`config.mk`:
```
export PLATFORM = sky130hd
export DESIGN_NAME = imem_port_arbiter
export DESIGN_NICKNAME = d
export VERILOG_FILES = /design/src/rtl/imem_port_arbiter_pkg.sv /design/src/rtl/imem_port_arbiter_starve_ctr.sv /design/src/rtl/imem_port_arbiter.sv
export SDC_FILE = /design/constraint.sdc
export NUM_CORES = 1
export LEC_CHECK = 0
export CORE_MARGIN = 3
export CORE_UTILIZATION = 32
export CTS_CLUSTER_DIAMETER = 120
export CTS_CLUSTER_SIZE = 8
export DETAILED_ROUTE_END_ITERATION = 12
export PLACE_DENSITY = 0.92
export REMOVE_ABC_BUFFERS = 1
export SLEW_MARGIN = 40
export SYNTH_ARGS = -nofsm -noshare
export SYNTH_HDL_FRONTEND = slang
export SYNTH_SLANG_ARGS = --single-unit
```
`constraint.sdc`:
```
create_clock -name clk_i -period 1.9 [get_ports clk_i]
set_input_delay 0.19 -clock clk_i [delete_from_list [all_inputs] [get_ports clk_i]]
set_output_delay 0.19 -clock clk_i [all_outputs]
set_load 0.02 [all_outputs]
```
`src/rtl/imem_port_arbiter_pkg.sv`:
```
// Shared types and constants for the instruction/data memory port arbiter.
package imem_port_arbiter_pkg;

  localparam int XLEN = 32;
  localparam logic [31:0] NOP_INSTR = 32'h0000_0013;
  localparam int MEM_WORD_BYTES = 4;
  localparam int WORD_OFS = $clog2(MEM_WORD_BYTES);

  typedef enum logic [1:0] {
    IDLE  = 2'd0,
    F_RD1 = 2'd1,
    F_RD2 = 2'd2,
    D_RD  = 2'd3
  } arb_state_e;

  // A halfword whose two low bits are not 2'b11 starts a compressed instruction.
  function automatic logic is_compressed(input logic [15:0] hw);
    return hw[1:0] != 2'b11;
  endfunction

endpackage

```
`src/rtl/imem_port_arbiter_starve_ctr.sv`:
```
// Fixed-priority select (data first) with a saturating counter that lets a
// waiting fetch in after MaxDataBurst back-to-back data grants.
module arb_starve_ctr #(
  parameter int MaxDataBurst = 4
) (
  input  logic clk,
  input  logic rst,
  input  logic idle,
  input  logic f_req,
  input  logic f_flush,
  input  logic d_req,
  output logic f_gnt,
  output logic d_gnt
);

  localparam int CW = $clog2(MaxDataBurst + 1);
  localparam logic [CW-1:0] CNT_MAX = CW'(MaxDataBurst);

  logic [CW-1:0] cnt;
  logic          f_eligible;
  logic          f_wins;

  // Data has priority unless the fetch side has been starved long enough.
  always_comb begin
    f_eligible = f_req & ~f_flush;
    f_wins     = f_eligible & (cnt == CNT_MAX);
    d_gnt      = idle & d_req & ~f_wins;
    f_gnt      = idle & f_eligible & ~d_gnt;
  end

  // Count data grants that overtake a pending fetch; any fetch grant or idle fetch side clears it.
  always_ff @(posedge clk) begin
    if (rst) begin
      cnt <= '0;
    end else if (f_gnt || !f_req) begin
      cnt <= '0;
    end else if (d_gnt && (cnt != CNT_MAX)) begin
      cnt <= cnt + CW'(1);
    end
  end

endmodule

```
`src/rtl/imem_port_arbiter.sv`:
```
// Shares one synchronous-read word memory between instruction fetch and the
// LSU; reassembles 32-bit instructions that straddle a word boundary.
module imem_port_arbiter
  import imem_port_arbiter_pkg::*;
#(
  parameter int AW           = 12,
  parameter int MaxDataBurst = 4
) (
  input  logic            clk_i,
  input  logic            rst_i,
  input  logic            f_req_i,
  input  logic [XLEN-1:0] f_addr_i,
  input  logic            f_flush_i,
  output logic            f_gnt_o,
  output logic            f_rvalid_o,
  output logic [31:0]     f_rdata_o,
  input  logic            d_req_i,
  input  logic            d_we_i,
  input  logic [3:0]      d_be_i,
  input  logic [XLEN-1:0] d_addr_i,
  input  logic [31:0]     d_wdata_i,
  output logic            d_gnt_o,
  output logic            d_rvalid_o,
  output logic [31:0]     d_rdata_o,
  output logic            mem_en_o,
  output logic            mem_we_o,
  output logic [3:0]      mem_be_o,
  output logic [AW-1:0]   mem_addr_o,
  output logic [31:0]     mem_wdata_o,
  input  logic [31:0]     mem_rdata_i
);

  arb_state_e    state;
  logic          hi_sel;
  logic [AW-1:0] word_q;
  logic [15:0]   saved_q;
  logic          idle;
  logic          need_second;
  logic          unused_bits;

  assign unused_bits = ^{f_addr_i[XLEN-1:AW+WORD_OFS], f_addr_i[0],
                         d_addr_i[XLEN-1:AW+WORD_OFS], d_addr_i[WORD_OFS-1:0]};

  assign idle = (state == IDLE) & ~rst_i;

  arb_starve_ctr #(
    .MaxDataBurst(MaxDataBurst)
  ) u_starve (
    .clk    (clk_i),
    .rst    (rst_i),
    .idle   (idle),
    .f_req  (f_req_i),
    .f_flush(f_flush_i),
    .d_req  (d_req_i),
    .f_gnt  (f_gnt_o),
    .d_gnt  (d_gnt_o)
  );

  // A misaligned fetch whose upper halfword starts a 32-bit instruction needs the next word.
  assign need_second = (state == F_RD1) & ~f_flush_i & hi_sel &
                       ~is_compressed(mem_rdata_i[31:16]);

  // Memory strobes and response outputs; everything held at zero while in reset.
  always_comb begin
    mem_en_o    = 1'b0;
    mem_we_o    = 1'b0;
    mem_be_o    = 4'h0;
    mem_addr_o  = '0;
    mem_wdata_o = 32'h0;
    f_rvalid_o  = 1'b0;
    f_rdata_o   = 32'h0;
    d_rvalid_o  = 1'b0;
    d_rdata_o   = 32'h0;
    if (!rst_i) begin
      case (state)
        IDLE: begin
          if (f_gnt_o) begin
            mem_en_o   = 1'b1;
            mem_addr_o = f_addr_i[AW+WORD_OFS-1:WORD_OFS];
          end else if (d_gnt_o) begin
            mem_en_o    = 1'b1;
            mem_we_o    = d_we_i;
            mem_be_o    = d_be_i;
            mem_addr_o  = d_addr_i[AW+WORD_OFS-1:WORD_OFS];
            mem_wdata_o = d_we_i ? d_wdata_i : 32'h0;
          end
        end
        F_RD1: begin
          if (need_second) begin
            mem_en_o   = 1'b1;
            mem_addr_o = word_q + AW'(1);
          end else if (!f_flush_i) begin
            f_rvalid_o = 1'b1;
            f_rdata_o  = hi_sel ? {16'h0, mem_rdata_i[31:16]} : mem_rdata_i;
          end
        end
        F_RD2: begin
          if (!f_flush_i) begin
            f_rvalid_o = 1'b1;
            f_rdata_o  = {mem_rdata_i[15:0], saved_q};
          end
        end
        D_RD: begin
          d_rvalid_o = 1'b1;
          d_rdata_o  = mem_rdata_i;
        end
        default: ;
      endcase
    end
  end

  // Sequencing state and the fetch context carried between memory reads.
  always_ff @(posedge clk_i) begin
    if (rst_i) begin
      state   <= IDLE;
      hi_sel  <= 1'b0;
      word_q  <= '0;
      saved_q <= 16'h0;
    end else begin
      case (state)
        IDLE: begin
          if (f_gnt_o) begin
            state  <= F_RD1;
            hi_sel <= f_addr_i[1];
            word_q <= f_addr_i[AW+WORD_OFS-1:WORD_OFS];
          end else if (d_gnt_o && !d_we_i) begin
            state <= D_RD;
          end
        end
        F_RD1: begin
          if (need_second) begin
            saved_q <= mem_rdata_i[31:16];
            state   <= F_RD2;
          end else begin
            state <= IDLE;
          end
        end
        default: state <= IDLE;
      endcase
    end
  end

endmodule

```
==> key figures, run 1 <==
Status
  • Status: finished with violations
  • Violations in the final reports: setup timing

Detailed routing
  • Routed Antenna Nets: 0
  • Final WL: 16100 µm
  • Vias after detailed routing: 4336
  • DRC: 0
  • Number of iterations in the first detailed-routing pass: 5
  • Vias per cell: 5.45
  • Initial DRC count: 157
  • WL/cell: 20.2 µm

Die
  • Io pins: 256
  • Die H: 102 µm
  • Row count: 34
  • Die area: 10300 µm²
  • Die W: 102 µm
  • Effective utilization at floorplan: 33.2%
  • Core Area: 8810 µm²

Setup path
  • CP Launch Type: flip-flop
  • Worst Setup End Kind: output pin
  • Worst path slowest cell: dfxtp_2
  • Buf+Inv Stages, Crit Path: 4
  • CP max FO: 3
  • Worst EP required: 1.71 ns
  • CP peak stage delay: 0.37 ns
  • Critical path, cell by cell: inv_4, ha_4, nand3b_4, a41oi_4, buf_6, buf_16, a222oi_1, nor2_1, buf_4
  • Worst EP arrival: 1.94 ns
  • Kind of cell adding the most delay to the critical path: buffers and inverters
  • Setup CP Type: reg2out

Yosys
  • Average size of a mapped cell: 7.54 µm²
  • Seq cells post-synth: 34
  • Synth unique cells: 46
  • Commonest register cell after synthesis: dfxtp_1
  • Synth Warn #: 0
  • Ys async rst share: 0%
  • Gate Count Post-Synth: 388
  • Synthesized cell area: 2920 µm²
  • Post-synth EDFFs: 0
  • Register area share after synthesis: 23.3%

Global routing
  • GRT Util Overall: 27.0%
  • Grt total ovfl: 0
  • First-pass GRT wire length: 21800 µm
  • Initial antenna violation count: 0
  • Largest net degree at the start of global routing: 34
  • Vias in the first global route: 4305

Timing
  • Final setup fails: 93
  • Worst-margin pin slew: 0.491 ns
  • Period utilisation layout: 112%
  • Final Worst Setup Slack: -0.227 ns
  • F_max: 470 MHz
  • Tmin final: 2.13 ns
  • Slew Limit Fails: 0
  • RSZ-0062 raised after global routing: yes
  • Worst Clk Skew: 0.00595 ns
  • Hold slack: 0.473 ns
  • Rel. slew slack: 67.3%
  • Final Hold Viols: 0

Place
  • IO Port Bufs: 216
  • Post-DP HPWL: 9890 µm
  • Placer congestion estimate: 0.883

CTS
  • Clk pin slew, worst setup/hold paths: 0.08 ns
  • CTS Hold Bufs: 0
  • Clk_lat worst skew: 0.29 ns
  • CTS Root Cell: clkbuf_8
  • CTS buffer count: 5
  • CTS max path bufs: 2
  • Clk sinks: 34
  • H-tree depth: 2
  • TritonCTS clock tree: done

Final layout
  • Share of layout cells above drive strength 1: 49.4%
  • Commonest non-fill, non-tap cell in the layout: buf_4
  • Commonest non-fill, non-tap cells in the layout: buf_4, clkdlybuf4s50_1, buf_6
  • ANT cells: 0
  • Fin nets: 833
  • Filler Cells Inserted: 586
  • Layout area overhead: 126%

Power and ir drop
  • Tot Pwr: 4.29 mW
  • Leakage: 2.79 nW
  • Cell Pwr Density: 650 nW/µm²
  • VDD IR max: 0.493 mV

Worst hold path
  • Class of the worst hold path: reg2reg

Flow run
  • Max-Cap Viols: 0
==> sequential cells by signal, summed over array words and instances, names as in the netlist <==
name and flops:
hi_sel 1, saved_q 16, state 2, word_q 12, u_starve.cnt 3
==> synth_stat cells, drive strengths merged, types with 3 or more instances <==
library cell	number	area [µm²]
a21oi	22	118
a222oi	4	40.0
a22o	12	105
a22oi	39	293
and2	38	238
and3	32	200
buf	19	110
clkbuf	16	60.1
dfxtp	34	681
ha	8	100
inv	11	41.3
mux2	16	180
mux2i	4	40.0
nand2	32	120
nand2b	5	31.3
nand3	5	30.0
nor2	48	185
nor2b	3	18.8
nor3	7	35.0
o21a	4	30.0
o21ai	7	35.0
xnor2	5	43.8
==> metrics by stage <==
| step | utilization [%] | setup slack [ns] | cell area, µm² | instances | TNS (ns) |
|---|---|---|---|---|---|
| 2_1_floorplan | - | -0.595 | 2750 | 353 | -42.33 |
| 3_3_place_gp | 63.5 | -0.537 | 5590 | 737 | -51.03 |
| 3_5_place_dp | 63.5 | -0.569 | 5590 | 737 | -52.60 |
| 4_1_cts | 71.1 | -0.191 | 6260 | 773 | -6.98 |
| 5_1_grt | 75.0 | -0.279 | 6600 | 796 | -16.04 |
| 6_report | 75.0 | -0.227 | 6600 | 796 | -10.72 |
==> what timing repair did <==
| action | CTS | global route |
|---|---|---|
| setup endpoints to repair | 130 | 115 |
| gates resized for setup | 614 | 104 |
| cloned | 8 | 5 |
| setup buffers | 20 | 21 |
| pin swaps | 16 | 33 |
==> worst reg2reg max path, stage by stage, from the launching register on <==
cell       delay [ns]
dfxtp_2          0.37
inv_4            0.05
ha_4             0.18
nand3b_4         0.09
a41oi_4          0.05
buf_6            0.18
buf_16           0.15
buf_4            0.14
a2111oi_0        0.44
nor3_1           0.10
==> final timing paths <==
kind,start,end,slack (ns),depth (start not counted)
max,state[1]$_SDFFE_PP0P_,mem_addr_o[1],-0.23,9
min,saved_q[2]$_SDFFE_PP0N_,saved_q[2]$_SDFFE_PP0N_,0.47,2
max reg2reg,state[1]$_SDFFE_PP0P_,state[1]$_SDFFE_PP0P_,0.03,9
min reg2reg,saved_q[2]$_SDFFE_PP0N_,saved_q[2]$_SDFFE_PP0N_,0.47,2
==> metal layers <==
| layer | vias to the layer above | wire [µm] | global-route usage (%) |
|---|---|---|---|
| met5 | - | 0 | 0 |
| met4 | 0 | 612 | 8.49 |
| met3 | 41 | 1440 | 6.47 |
| met2 | 263 | 8490 | 53.8 |
| met1 | 2053 | 5550 | 27.0 |
| li1 | 1979 | - | - |
==> cell type report <==
class	instances	area, µm²	share of cell area [%]
Clock inverter	2	12.5	0.190
Inverter	11	43.8	0.663
Sequential cell	34	683	10.3
Clock buffer	6	82.6	1.25
Tap cell	108	135	2.05
Timing Repair Buffer	327	3210	48.6
Multi-Input combinational cell	308	2430	36.9
==> report_power, final <==
part | switching, mW | leakage, nW | internal (mW)
combinational | 1.35 | 2.47 | 1.57
clock | 0.286 | 0.0472 | 0.291
sequential | 0.0384 | 0.276 | 0.756
total | 1.67 | 2.79 | 2.62
==> cells by family (layout without fill, tap and decap cells) <==
logic type                 count (synthesis)  in the layout  share of synthesized area, %
DFF                                       34             34                          23.3
xor gates and xnor gates                   6              6                          1.80
adders and majority gates                  8              8                          3.42
and+or+nand+nor                          178            178                          32.5
muxes                                     20             20                          7.53
buffers and inverters                     46            346                          7.23
AOI/OAI and AO/OA                         96             96                          24.2
Note: power is estimated with default switching activity, not from simulation.
==> run 2, diff against run 1 <==
- TNS_END_PERCENT: not set -> 10
==> key figures, run 2 (synthesis gave the netlist of run 1 again) <==
Detailed routing
  • Highest metal used: met4
  • Routed Antenna Nets: 0
  • WL/cell: 18.7 µm
  • Vias after detailed routing: 4095
  • WL met1: 5220 µm
  • Final WL: 14300 µm
  • Initial DRC count: 136
  • Met2 WL: 7760 µm
  • Routed wl met3: 1150 µm
  • DRC: 0
  • Vias per cell: 5.33
  • Number of iterations in the first detailed-routing pass: 5

Place
  • Placer congestion estimate: 0.883
  • Post-DP HPWL: 9890 µm
  • Dpl cell area: 5590 µm²
  • IO Port Bufs: 216

Setup path
  • Worst EP arrival: 1.93 ns
  • Worst EP required: 1.71 ns
  • Worst Setup End Kind: output pin
  • CP Launch Type: flip-flop
  • CP max FO: 4
  • Worst R2R Setup Slack: 0.13 ns
  • Setup CP Type: reg2out

Final layout
  • Fin nets: 806
  • Largest regs: saved_q: 16 flops, word_q: 12 flops, u_starve.cnt: 3 flops
  • ANT cells: 0
  • Final Util: 68.8%
  • Commonest non-fill, non-tap cell in the layout: buf_4
  • Filler Cells Inserted: 679
  • Max reg flops: 16
  • Commonest non-fill, non-tap cells in the layout: buf_4, clkdlybuf4s50_1, nor2_1
  • Most flops, register: saved_q
  • Design Area, Final: 6060 µm²
  • Layout area overhead: 107%
  • Share of layout cells above drive strength 1: 44.9%

Global routing
  • GRT Util Overall: 26.1%
  • Largest net degree at the start of global routing: 34
  • Vias in the first global route: 4076
  • First-pass GRT wire length: 21100 µm
  • Initial antenna violation count: 0
  • Grt total ovfl: 0

CTS
  • CTS buffer count: 5
  • CTS max path bufs: 2
  • TritonCTS clock tree: done
  • H-tree depth: 2
  • Clk_lat worst skew: 0.29 ns
  • CTS Hold Bufs: 0
  • Clk pin slew, worst setup/hold paths: 0.08 ns
  • Clk sinks: 34
  • CTS Root Cell: clkbuf_8

Timing
  • Rel. slew slack: 65.1%
  • Worst-margin pin slew: 0.523 ns
  • Fin Setup TNS: -10.18 ns
  • Period utilisation layout: 112%
  • Worst Clk Skew: 0.00661 ns
  • Slew Limit Fails: 0
  • Final Worst Setup Slack: -0.222 ns
  • Final Hold Viols: 0
  • F_max: 471 MHz
  • Final setup fails: 84
  • Tmin final: 2.12 ns
  • RSZ-0062 raised after global routing: yes

Power and ir drop
  • Leakage: 2.62 nW
  • Cell Pwr Density: 634 nW/µm²
  • VDD IR max: 0.412 mV

Die
  • Row count: 34
  • Effective utilization at floorplan: 33.2%
  • Die H: 102 µm
  • Core Area: 8810 µm²
  • Die area: 10300 µm²
  • Io pins: 256
  • Die W: 102 µm

Flow run
  • Max-Cap Viols: 0

Worst hold path
  • Class of the worst hold path: reg2reg

Status
  • Violations in the final reports: setup timing
  • Status: finished with violations
[run 2: cell types whose count changed in the layout (fill, tap and decap cells not counted), moves of 2 or more]
cell	delta
and3_1	+6
buf_16	-3
buf_8	-2
buf_12	-4
a22oi_1	+9
and3_4	-6
buf_6	-16
buf_2	+28
buf_4	-29
a22oi_2	-9
[run 2: final timing paths]
kind / to / startpoint / cells after the start
min: saved_q[13]$_SDFFE_PP0N_ / saved_q[13]$_SDFFE_PP0N_ / 2
min reg2reg: saved_q[13]$_SDFFE_PP0N_ / saved_q[13]$_SDFFE_PP0N_ / 2
max: mem_addr_o[1] / state[1]$_SDFFE_PP0P_ / 9
max reg2reg: word_q[0]$_SDFFE_PP0P_ / state[1]$_SDFFE_PP0P_ / 8
[run 2: area by class of cell]
class                           count  area, µm²  share of cell area [%]
Clock inverter                      2       12.5                   0.206
Clock buffer                        6       82.6                    1.36
Inverter                           11       41.3                   0.681
Timing Repair Buffer              300       2760                    45.5
Tap cell                          108        135                    2.23
Multi-Input combinational cell    308       2350                    38.7
Sequential cell                    34        683                    11.3
[run 2: report_power, final]
group | internal (mW) | leakage, nW | switching [mW] | total [mW]
clock | 0.291 | 0.0472 | 0.277 | 0.569
combinational | 1.29 | 2.30 | 1.20 | 2.49
sequential | 0.756 | 0.276 | 0.0324 | 0.788
total | 2.33 | 2.62 | 1.51 | 3.84
[run 2: critical path: stages (launching register included)]
cell and delay, ns:
dfxtp_2 0.35, inv_2 0.06, ha_4 0.18, nand3b_4 0.09
a41oi_4 0.05, buf_6 0.16, buf_16 0.12, a222oi_1 0.35
nor2_1 0.10, buf_4 0.17
[run 2: per-stage QoR]
step           hold WS (ns)  instances  setup WS (ns)  power (mW)
4_1_cts               0.458        762         -0.195        3.65
2_1_floorplan         0.259        353         -0.595        1.64
5_1_grt               0.480        769         -0.276        4.04
6_report              0.456        769         -0.222        3.84
3_3_place_gp          0.442        737         -0.537        2.62
3_5_place_dp          0.447        737         -0.569        2.68
[run 2: timing repair]
item | 4_1_cts | 5_1_grt
setup buffers | 11 | 5
cloned | 6 | 2
resized for setup | 570 | 77
endpoints found under the setup margin | 130 | 117
pin swaps | 13 | 24
[run 2: routing by layer]
layer | GRT usage [%] | vias to the layer above
met3 | 5.65 | 16
met2 | 52.3 | 213
li1 | - | 1926
met5 | 0 | -
met4 | 5.73 | 0
met1 | 27.4 | 1940
==> run 3, diff against run 2 <==
- CELL_PAD_IN_SITES_DETAIL_PLACEMENT: not set -> 1
- CELL_PAD_IN_SITES_GLOBAL_PLACEMENT: not set -> 1
- CORE_UTILIZATION: 32 -> 21
- PLACE_DENSITY: 0.92 -> 0.91
==> key figures, run 3 (synthesis gave the netlist of run 1 again) <==
Power and ir drop
  • VDD IR max: 0.412 mV
  • Internal power: 2.66 mW
  • Sw Ratio: 36.9%
  • Cell Pwr Density: 667 nW/µm²
  • Sequential share of power: 18.7%
  • Leakage: 2.65 nW
  • Logic pwr share: 59.4%
  • NetSw: 1.56 mW
  • Clock power frac: 22.0%

CTS
  • CTS buffer count: 5
  • Clk_lat worst skew: 0.28 ns
  • TritonCTS clock tree: done
  • CTS Root Cell: clkbuf_16
  • Clk pin slew, worst setup/hold paths: 0.06 ns
  • CTS Hold Bufs: 0
  • CTS max path bufs: 2
  • H-tree depth: 2
  • Clk sinks: 34

Die
  • Effective utilization at floorplan: 21.7%
  • Io pins: 256
  • Die W: 124 µm
  • Core Area: 13500 µm²
  • Row count: 42
  • Die H: 124 µm
  • Die area: 15400 µm²

Timing
  • Worst-margin pin slew: 0.534 ns
  • Period utilisation layout: 112%
  • RSZ-0062 raised after global routing: yes
  • Worst Clk Skew: 0.00838 ns
  • Hold slack: 0.461 ns
  • Rel. slew slack: 64.4%
  • Final Hold Viols: 0
  • F_max: 472 MHz
  • Slew Limit Fails: 0
  • Fin Setup TNS: -9.57 ns
  • Final setup fails: 83
  • Tmin final: 2.12 ns
  • Final Worst Setup Slack: -0.220 ns

Detailed routing
  • Routed wl met3: 1420 µm
  • Vias after detailed routing: 4113
  • WL met1: 6030 µm
  • Highest metal used: met4
  • Met2 WL: 8570 µm
  • Initial DRC count: 171
  • Routed Antenna Nets: 0
  • Number of iterations in the first detailed-routing pass: 4
  • WL/cell: 19.4 µm
  • Vias per cell: 4.87
  • DRC: 0
  • Final WL: 16400 µm

Setup path
  • Worst Setup End Kind: output pin
  • Setup CP Type: reg2out
  • Worst EP required: 1.71 ns
  • RR Endpoint: word_q[9]$_SDFFE_PP0P_
  • CP max FO: 6
  • CP Launch Type: flip-flop
  • R2R cell count: 8
  • Worst R2R Setup Slack: 0.13 ns
  • Reg2reg start: u_starve.cnt[1]$_SDFFE_PP0P_
  • Worst EP arrival: 1.93 ns

Place
  • Dpl cell area: 5770 µm²
  • IO Port Bufs: 216
  • Placer congestion estimate: 0.847
  • Post-DP HPWL: 11900 µm

Worst hold path
  • Class of the worst hold path: reg2reg
  • Hold EP: saved_q[6]$_SDFFE_PP0N_
  • Hold path start: saved_q[6]$_SDFFE_PP0N_
  • Hold Path Cell Cnt: 2

Final layout
  • Largest regs: saved_q: 16 flops, word_q: 12 flops, u_starve.cnt: 3 flops
  • Most flops, register: saved_q
  • ANT cells: 0
  • Fin nets: 813
  • Commonest non-fill, non-tap cell in the layout: buf_4
  • Layout area overhead: 116%
  • Commonest non-fill, non-tap cells in the layout: buf_4, clkdlybuf4s50_1, buf_6
  • Filler Cells Inserted: 1573
  • Final Util: 47.0%
  • Share of layout cells above drive strength 1: 45.2%
  • Max reg flops: 16
  • Design Area, Final: 6330 µm²

Global routing
  • Initial antenna violation count: 0
  • First-pass GRT wire length: 23500 µm
  • Grt total ovfl: 0
  • Vias in the first global route: 4454
  • Largest net degree at the start of global routing: 24
  • GRT Util Overall: 19.5%

Status
  • Violations in the final reports: setup timing
  • Status: finished with violations

Flow run
  • Max-Cap Viols: 0
-- run 3: cell types whose count changed in the layout (fill, tap and decap cells not counted), sizes merged --
cell and change:
bufinv +1, clkinv +1, clkinvlp -1, clkdlybuf4s15 +3, buf -23, clkbuf +27
bufbuf -1, clkdlybuf4s50 +1, dlygate4sd2 -1
-- run 3: power groups by stage --
| stage | Sequential (mW) | Clock (mW) | Combinational [mW] |
|---|---|---|---|
| floorplan | 0.803 | 0 | 0.834 |
| global placement | 0.790 | 0 | 1.89 |
| detailed placement | 0.795 | 0 | 1.97 |
| CTS | 0.787 | 0.953 | 2.24 |
| global route | 0.794 | 0.999 | 2.65 |
| finish | 0.788 | 0.927 | 2.51 |
-- run 3: area by class of cell --
| class | count | area, µm² | share of cell area, % |
|---|---|---|---|
| clock inverter | 3 | 40.0 | 0.633 |
| inverter | 11 | 41.3 | 0.653 |
| timing repair buffer | 307 | 2890 | 45.7 |
| sequential | 34 | 683 | 10.8 |
| multi-input combinational | 308 | 2330 | 36.8 |
| tap | 176 | 220 | 3.48 |
| clock buffer | 5 | 125 | 1.98 |
-- run 3: what timing repair did --
item	in CTS	in global routing
pin swaps	13	19
buffers inserted	6	8
cloned	3	4
hold endpoints to repair	0	0
resized for setup	537	111
setup endpoints to repair	130	117
-- run 3: worst max-delay path by stage --
stage,startpoint,end,slack [ns],depth (start not counted)
after global routing,state[1]$_SDFFE_PP0P_,mem_addr_o[4],-0.29,10
final,state[1]$_SDFFE_PP0P_,mem_addr_o[1],-0.22,9
after global placement,rst_i,mem_addr_o[1],-0.49,7
after detailed placement,f_flush_i,f_rdata_o[30],-0.63,8
after floorplan,state[0]$_SDFFE_PP0P_,mem_addr_o[5],-0.59,6
after CTS,state[1]$_SDFFE_PP0P_,mem_addr_o[0],-0.26,9
-- run 3: metal layers --
| layer | up-vias | global-route usage (%) |
|---|---|---|
| li1 | 1935 | - |
| met1 | 1972 | 20.2 |
| met2 | 185 | 37.3 |
| met3 | 21 | 5.68 |
| met4 | 0 | 6.43 |
| met5 | - | 0 |
-- run 3: metrics by stage --
step / worst slack, ns / power, mW / cells
final: -0.220 / 4.22 / 844
after global routing: -0.295 / 4.45 / 844
after CTS: -0.265 / 3.98 / 834
after detailed placement: -0.633 / 2.77 / 817
after global placement: -0.495 / 2.68 / 817
after floorplan: -0.595 / 1.64 / 353
-- run 3: worst max-delay path, cell delays in order, from the launching register on --
cell	delay, ns
dfxtp_2	0.34
inv_2	0.06
ha_4	0.18
nand3b_4	0.10
a41oi_4	0.04
buf_12	0.17
buf_12	0.13
a222oi_1	0.36
nor2_1	0.09
buf_2	0.17
==> RTL edit (settings of run 2) <==
`MaxDataBurst` is set to 4 in 2 places; all go to 2.
--- a/src/rtl/imem_port_arbiter_starve_ctr.sv
+++ b/src/rtl/imem_port_arbiter_starve_ctr.sv
@@ -1,7 +1,7 @@
 // Fixed-priority select (data first) with a saturating counter that lets a
 // waiting fetch in after MaxDataBurst back-to-back data grants.
 module arb_starve_ctr #(
-  parameter int MaxDataBurst = 4
+  parameter int MaxDataBurst = 2
 ) (
   input  logic clk,
   input  logic rst,
--- a/src/rtl/imem_port_arbiter.sv
+++ b/src/rtl/imem_port_arbiter.sv
@@ -4,7 +4,7 @@
   import imem_port_arbiter_pkg::*;
 #(
   parameter int AW           = 12,
-  parameter int MaxDataBurst = 4
+  parameter int MaxDataBurst = 2
 ) (
   input  logic            clk_i,
   input  logic            rst_i,
Check against the original RTL: not equivalent (Yosys sat finds a counterexample within 4 cycles, from zero or initial values and one cycle with rst_i high).
==> RTL edit against run 2 <==
- the run still ends with negative setup slack left
- maximum frequency rose by 3.1%
- critical path depth fell by 2
- setup slack improved by 0.065 ns
- synthesized area fell by 3.9%
- synthesized cell count fell by 3.4%
- register-to-register slack got worse by 0.08 ns
- combinational power fell by 3%
- first-iteration DRC count rose by 13%
- power fell by 2.8%
- worst hold slack improved by 0.00054 ns
- die area fell by 3.7%
- sequential cell count fell by 1
- routed wire length rose by 2.4%
- design area fell by 3.4%
- highest routed layer unchanged
==> RTL edit: results (changes against run 2) <==
Layout
  – Sequential cells: 33 (-2.9%)
  – Multi-input combinational area share: 39.2% (+0.48 points)
  – Biggest regs: saved_q: 16 flops, word_q: 12 flops
  – Multi-input logic cell count: 303 (-1.6%)
  – Layout cell share with drive strength beyond 1: 46.0% (+1.1 points)
  – Nets: 787 (-2.4%)
  – Nonclk buf count: 292 (-2.7%)
  – Inverter count: 7 (-4)
  – Layout non-clock buf frac: 45.1% (-0.37 points)
  – Fill cell count: 591 (-13%)

Global routing
  – GRT Util Overall: 25.8% (-0.25 points)
  – First-pass GRT wire length: 20.5 mm (-3.0%)
  – Largest net degree at the start of global routing: 35 (+2.9%)

Placement
  – RD Place Congestion: 0.873 (-1.1%)

Pwr
  – Leakage: 2.53 nW (-3.7%)
  – Peak VDD IR: 430 uV (+4.5%)
  – Int Power: 2.23 mW (-4.3%)

Synth
  – Top cells by count, synth: 50 x nor2_1, 40 x a22oi_1, 37 x and2_1
  – Seq/Total Area, Yosys: 23.5% (+0.23 points)
  – Synth unique cells: 44 (-4.3%)

Min path
  – Hold endpoint: saved_q[8]
  – Min-Delay Startpoint: saved_q[8]

Critical path
  – CP max stage cell: a222oi_1
  – Worst reg-to-reg path cell count: 10 (+2)
  – Crit Path Max Fanout: 6 (+2)
  – Top delay family on crit path: simple AND/OR/NAND/NOR gates
  – Critical path capture point: mem_addr_o[2]

Route
  – Vias: 4060 (-0.85%)
  – WL/cell: 19.6 um (+5.3%)

STA
  – Endpoints failing setup: 77 (-8.3%)
  – Hold WS: 0.457 ns (+0.000537 ns)
  – Final worst slack: -0.157 ns (+0.0647 ns)
  – Post-Route Skew: 0.0137 ns (+0.00706 ns)

Outcome
  – Status: finished, violations left
  – Violated checks: negative setup slack
-- RTL edit: cell types whose count changed after synthesis, sizes merged, moves of 2 or more --
cell / delta
a21oi: -4
nor2: +3
and3: +2
and2b: +2
nor3: -5
o21a: -4
inv: -4
xnor2: +4
mux2i: -2
-- RTL edit: timing repair --
item                       CTS  global route
setup endpoints to repair  132           132
gates resized for setup    580            95
pin swaps                   12            15
cloned                       4             5
setup buffers                8             5
-- RTL edit: per-stage QoR --
step	utilization, %	cells	setup slack [ns]
2_1_floorplan	-	341	-0.418
3_3_place_gp	64.9	719	-0.491
3_5_place_dp	64.9	719	-0.536
4_1_cts	65.0	739	-0.205
5_1_grt	69.9	748	-0.219
6_report	69.9	748	-0.157
-- RTL edit: routing by layer --
layer,track usage (%),wire [um]
met3,6.10,1280
met5,0,0
met1,25.9,5020
met2,49.3,7720
met4,12.5,664
-- RTL edit: power groups by stage --
stage | sequential (mW) | combinational (mW) | clock [mW]
3_3_place_gp | 0.774 | 1.84 | 0
5_1_grt | 0.786 | 2.54 | 0.582
3_5_place_dp | 0.778 | 1.89 | 0
6_report | 0.782 | 2.42 | 0.538
2_1_floorplan | 0.783 | 0.815 | 0
4_1_cts | 0.778 | 2.08 | 0.539
-- RTL edit: cell families (layout without fill, tap and decap cells) --
| group | after synthesis | after routing | synth area share, % |
|---|---|---|---|
| AO/OA/AOI/OAI | 87 | 87 | 23.1 |
| XOR/XNOR | 10 | 10 | 3.12 |
| adder cells (fa/ha/maj) | 7 | 7 | 3.12 |
| buffers and inverters | 41 | 307 | 7.08 |
| flip-flops | 33 | 33 | 23.5 |
| multiplexers | 18 | 18 | 7.12 |
| AND/OR/NAND/NOR | 179 | 181 | 33.0 |
